**src/rtl/test_pkg.sv**
```systemverilog
// ============================================================================
// test_pkg : shared constants and helpers for the toggle / LED chaser block
// Rev 1.0  : initial release
// ============================================================================
`default_nettype none

package test_pkg;

  localparam int NUM_LEDS = 6;
  localparam int CNT_W    = 4;

  localparam logic [NUM_LEDS-1:0] LED_RESET = 6'b000001;

  // Rotate the one-hot toward the MSB; the top position wraps back to led0.
  function automatic logic [NUM_LEDS-1:0] led_advance(input logic [NUM_LEDS-1:0] cur);
    return {cur[NUM_LEDS-2:0], cur[NUM_LEDS-1]};
  endfunction

endpackage

`default_nettype wire

```
**src/rtl/sync_edge.sv**
```systemverilog
// ============================================================================
// sync_edge : multi-flop synchronizer plus single-cycle rising-edge detector
// Rev 1.0   : initial release
// ============================================================================
`default_nettype none

module sync_edge #(
  parameter int SYNC_STAGES = 2
) (
  input  logic clk,
  input  logic reset,
  input  logic async_in,
  output logic rise
);

  logic [SYNC_STAGES-1:0] sync_q;
  logic                   hist_q;

  always_ff @(posedge clk) begin
    if (reset) begin
      sync_q <= '0;
      hist_q <= 1'b0;
    end else begin
      sync_q <= {sync_q[SYNC_STAGES-2:0], async_in};
      hist_q <= sync_q[SYNC_STAGES-1];
    end
  end

  // Built only from flop outputs, so it is glitch-free and lasts one cycle.
  assign rise = sync_q[SYNC_STAGES-1] & ~hist_q;

endmodule

`default_nettype wire

```
**src/rtl/test.sv**
```systemverilog
// ============================================================================
// test : button-driven toggle, wrapping 4-bit counter and 6-position LED chaser
// Rev 1.0 : initial release
// ============================================================================
`default_nettype none

module test
  import test_pkg::*;
#(
  parameter int SYNC_STAGES = 2
) (
  output logic o1,
  input  logic in1,
  input  logic clk,
  output logic led0,
  output logic led1,
  output logic led2,
  output logic led3,
  output logic led4,
  output logic led5,
  input  logic reset
);

  logic                rise;
  logic [CNT_W-1:0]    cnt;
  logic                toggle;
  logic [NUM_LEDS-1:0] led_state;

  sync_edge #(
    .SYNC_STAGES (SYNC_STAGES)
  ) u_sync (
    .clk      (clk),
    .reset    (reset),
    .async_in (in1),
    .rise     (rise)
  );

  // Reset wins over a coincident rise, so that edge is dropped.
  always_ff @(posedge clk) begin
    if (reset) begin
      cnt       <= '0;
      toggle    <= 1'b0;
      led_state <= LED_RESET;
    end else if (rise) begin
      cnt       <= cnt + 1'b1;
      toggle    <= ~toggle;
      led_state <= led_advance(led_state);
    end
  end

  assign o1   = toggle;
  assign led0 = led_state[0];
  assign led1 = led_state[1];
  assign led2 = led_state[2];
  assign led3 = led_state[3];
  assign led4 = led_state[4];
  assign led5 = led_state[5];

endmodule

`default_nettype wire

```
**config.mk**
```make
export PLATFORM = sky130hd
export DESIGN_NAME = test
export DESIGN_NICKNAME = d
export VERILOG_FILES = /design/src/rtl/test_pkg.sv /design/src/rtl/sync_edge.sv /design/src/rtl/test.sv
export SDC_FILE = /design/constraint.sdc
export NUM_CORES = 1
export LEC_CHECK = 0
export BUFFER_PORTS_ARGS = -buffer_cell sky130_fd_sc_hd__buf_2
export CORE_AREA = 4 4 41 43
export CTS_CLUSTER_SIZE = 24
export DETAILED_ROUTE_END_ITERATION = 8
export DIE_AREA = 0 0 45 47
export GPL_TIMING_DRIVEN = 0
export PLACE_DENSITY = 0.59
export SLEW_MARGIN = 15
export SYNTH_ARGS = -nofsm -noshare
export SYNTH_HDL_FRONTEND = slang
export SYNTH_SLANG_ARGS = --single-unit
export TNS_END_PERCENT = 1
```
**constraint.sdc**
```tcl
create_clock -name clk -period 1.25 [get_ports clk]
set_input_delay 0.1875 -clock clk [delete_from_list [all_inputs] [get_ports clk]]
set_output_delay 0.1875 -clock clk [all_outputs]
set_load 0.005 [all_outputs]
```
# After elaboration in Yosys (flattened, before gate mapping)
# Cells that the tools add are included.
word_totals:
  reg_bits: 10
  elab_cells: 7
op_classes:
  n_bitwise: 3
ops:
  columns: ["operator", "count"]
  rows:
  - ["NOT 1 bit", 2]
  - ["AND 1 bit", 1]

# Logic depth before layout (Yosys ltp)
logic_depth:
  ltp_word: 2
  mapped_depth: 3

# Cells and area by module
# Synthesis repeated with hierarchy kept, for this count alone.
hier_totals:
  hier_cells: 29
  area_unflattened_um2: 337.8
modules_own_cells:
  columns: ["mod", "n_inst", "cells_each", "area_each_um2", "seq_area_each_um2"]
  rows:
  - ["test", 1, 22, 250.2, 140.1]
  - ["sync_edge", 1, 7, 87.6, 60.1]

# Least setup slack after synthesis
# Ideal clock, no wire load.
synth_timing:
  path_type: "register to register"
  start: "reg u_sync.sync_q[1]"
  end: "reg toggle, in the netlist o1"
  setup_ns: 0.121
  arrival_ns: 0.862
  required_ns: 1.129
  slack_ns: 0.267
  path_stages_with_launch: 4
  cell_sequence: "dfxtp_1 -> nor2b_4 -> buf_6 -> mux2_4"
synth_via:
  elab_chain_len: 1
synth_lines:
  columns: ["element", "line", "text"]
  rows:
  - ["from (decl)", "sync_edge.sv:16", "logic [SYNC_STAGES-1:0] sync_q;"]
  - ["from (signal assigned)", "sync_edge.sv:24", "sync_q <= {sync_q[SYNC_STAGES-2:0], async_in};"]
  - ["AND 1 bit", "sync_edge.sv:30", "assign rise = sync_q[SYNC_STAGES-1] & ~hist_q;"]
  - ["to (signal assigned)", "test.sv:46", "toggle <= ~toggle;"]
  - ["to (decl)", "test.sv:26", "logic toggle;"]
# No other way between the ends.
# A chain may end at the register's enable or synchronous reset.

# Worst setup path in the final report
# Same ends and word-level chain as after synthesis.

==> impl_metrics.toml <==
[routing]
ant_nets = 0
wl_per_cell_um = 10.1
drc = 0
vias_per_cell = 4.21
drt_iter0_drc = 3
dr_total_vias = 257
routed_wl_um = 619
firstDrtPassIters = 4

[clock_tree]
htree_num_levels = 1
numClockSinks = 10
cts-hold-fix-buffers = 0
cts_tree = "yes"
cts_setup_buffers = 0
clk_pin_slew_ns = 0.07
root_buffer = "clkbuf_4"
post_cts_resized = 0
cts_buffers = 3
clock_latency_ns = 0.27
clock_path_buffers = 2

[timing]
fmax_ghz = 0.965
rsz0062_at_grt = "no"
drv_slew = 0
totalNegativeSetupSlack_ns = 0
hold_viol_final = 0
finalSetupViolCount = 0
skew_ns = 0.00153
relSlewSlack = 0.886
worst_pin_slew_ns = 0.171
whs_ns = 0.126
min_period_over_period = 0.829
period_needed_ns = 1.04

[logic_synthesis]
synth_warnings = 0
yosysUniqueCellTypes = 12
yosysSeqAreaShare = 0.525
syn_inst = 33
yosys_register_bits = 10
syn_area_per_cell_um2 = 11.6
synth_area_um2 = 382
synthesis.nets = 36

[final_layout]
nets = 50
stdcell_area_um2 = 482
layout-drive-gt1-share = 0.391
syn_to_final_growth_pct = 26.2
antennaDiodeCount = 0

[pwr]
seq_power_share = 0.500
switching_share = 0.206
clkPwrFrac = 0.437
powerDensity_nw_per_um2 = 1390
ir_drop_mv = 0.490
leakage_nw = 0.207
internal-power_w = 0.000530
switchingPower_w = 0.000137
pwr-share-comb = 0.063

[global_route]
grt_use_total = 0.0714
overflow = 0
grt_max_degree = 11
grt_pass1_wl_um = 959
antenna_found_initial = 0
grt_pass1_vias = 232

[run_status]
run_status = "complete, no violations"

[place]
globalplace.congestion = 0.580
placed_cell_area_um2 = 445
port_buffers = 9
dp_hpwl_um = 455

[run]
cap_viol_max_count = 0

[worst_setup_path]
critPathArrivalTime_ns = 1.19
slowest_delay_ns = 0.35
crit_chain = "nor2b_4, buf_6, mux2_4"
end_kind = "flop"
path_class = "reg2reg"
crit_slowest_cell = "dfxtp_1"
required_ns = 1.41
path_max_fanout = 7
cp-start-kind = "flop"

[die]
fp.coreArea_um2 = 1300
start_util = 0.293
die-area_um2 = 2120
rows = 13
die_y_um = 47
num_io_pins = 10
die_w_um = 45

[hold_path]
worst_hold_path_type = "in2reg"
critical path, delay by kind of cell, from the launching register on:
| family | cells | cell delay (ns) |
|---|---|---|
| flip-flops | 1 | 0.35 |
| multiplexers | 1 | 0.29 |
| AND/OR/NAND/NOR | 1 | 0.15 |
| buffers and inverters | 1 | 0.14 |
final cells by class:
type	instances	area [um2]
fill	135	820
tap	15	18.8
clock buffer	4	36.3
timing repair buffer	9	45.0
buffer	2	16.3
multi-input combinational	21	165
sequential	10	200
state kept, by name (all words and copies together), names as in the netlist:
| signal | count |
|---|---|
| u_sync.sync_q | 2 |
| u_sync.hist_q | 1 |
| o1 | 1 |
| led_state | 6 |
final timing paths:
path                                         end  cells past startpoint        startpoint  slack, ns
worst min-delay path            u_sync.sync_q[0]                      2               in1       0.13
worst max register to register                o1                      3  u_sync.sync_q[1]       0.21
worst max-delay path                          o1                      3  u_sync.sync_q[1]       0.21
worst min register to register  u_sync.sync_q[1]                      1  u_sync.sync_q[0]       0.44
cells in the mapped netlist, drive strengths merged:
| cell | n | share of area |
|---|---|---|
| buf | 2 | 0.043 |
| mux2i | 5 | 0.13 |
| o21ai | 1 | 0.013 |
| nor2 | 3 | 0.030 |
| mux2 | 1 | 0.039 |
| dfxtp | 10 | 0.52 |
| nand2b | 5 | 0.082 |
| nand4bb | 1 | 0.030 |
| nor2b | 5 | 0.11 |
logic make-up (layout without fill, tap and decap cells):
family | Yosys count | count (layout) | share of synthesized area
DFF | 10 | 10 | 0.525
buffers and inverters | 2 | 15 | 0.0426
and+or+nand+nor | 14 | 14 | 0.249
muxes | 6 | 6 | 0.170
AOI/OAI and AO/OA | 1 | 1 | 0.0131
stage by stage:
| step | cells | setup slack (ns) | util | total power (W) |
|---|---|---|---|---|
| floorplan | 33 | 0.267 | - | 0.000369 |
| global placement | 57 | 0.224 | 0.342 | 0.000383 |
| detailed placement | 57 | 0.220 | 0.342 | 0.000384 |
| CTS | 61 | 0.210 | 0.370 | 0.000681 |
| global route | 61 | 0.184 | 0.370 | 0.000698 |
| finish | 61 | 0.214 | 0.370 | 0.000667 |
placed cells by master (no fill, tap or decap):
cell / n
nor2b_4: 1
nor2b_2: 1
mux2i_1: 5
nor2_1: 3
clkbuf_8: 1
nand2b_1: 5
buf_2: 10
clkbuf_4: 3
dfxtp_1: 10
o21ai_1: 1
mux2_4: 1
nand4bb_1: 1
buf_6: 1
nor2b_1: 3
power groups by stage:
stage | combinational, W | sequential, W | clock, W
finish | 0.0000417 | 0.000334 | 0.000292
global route | 0.0000456 | 0.000335 | 0.000317
CTS | 0.0000424 | 0.000334 | 0.000304
detailed placement | 0.0000423 | 0.000342 | 0
global placement | 0.0000418 | 0.000341 | 0
floorplan | 0.0000285 | 0.000341 | 0
per-layer routing:
layer	track usage	part of all wire	vias up
met1	0.0760	0.47	107
li1	-	-	137
met5	0	0	-
met4	0.0351	0.013	0
met3	0.0690	0.11	2
met2	0.0932	0.40	11
Note: power is estimated with default switching activity, not from simulation.
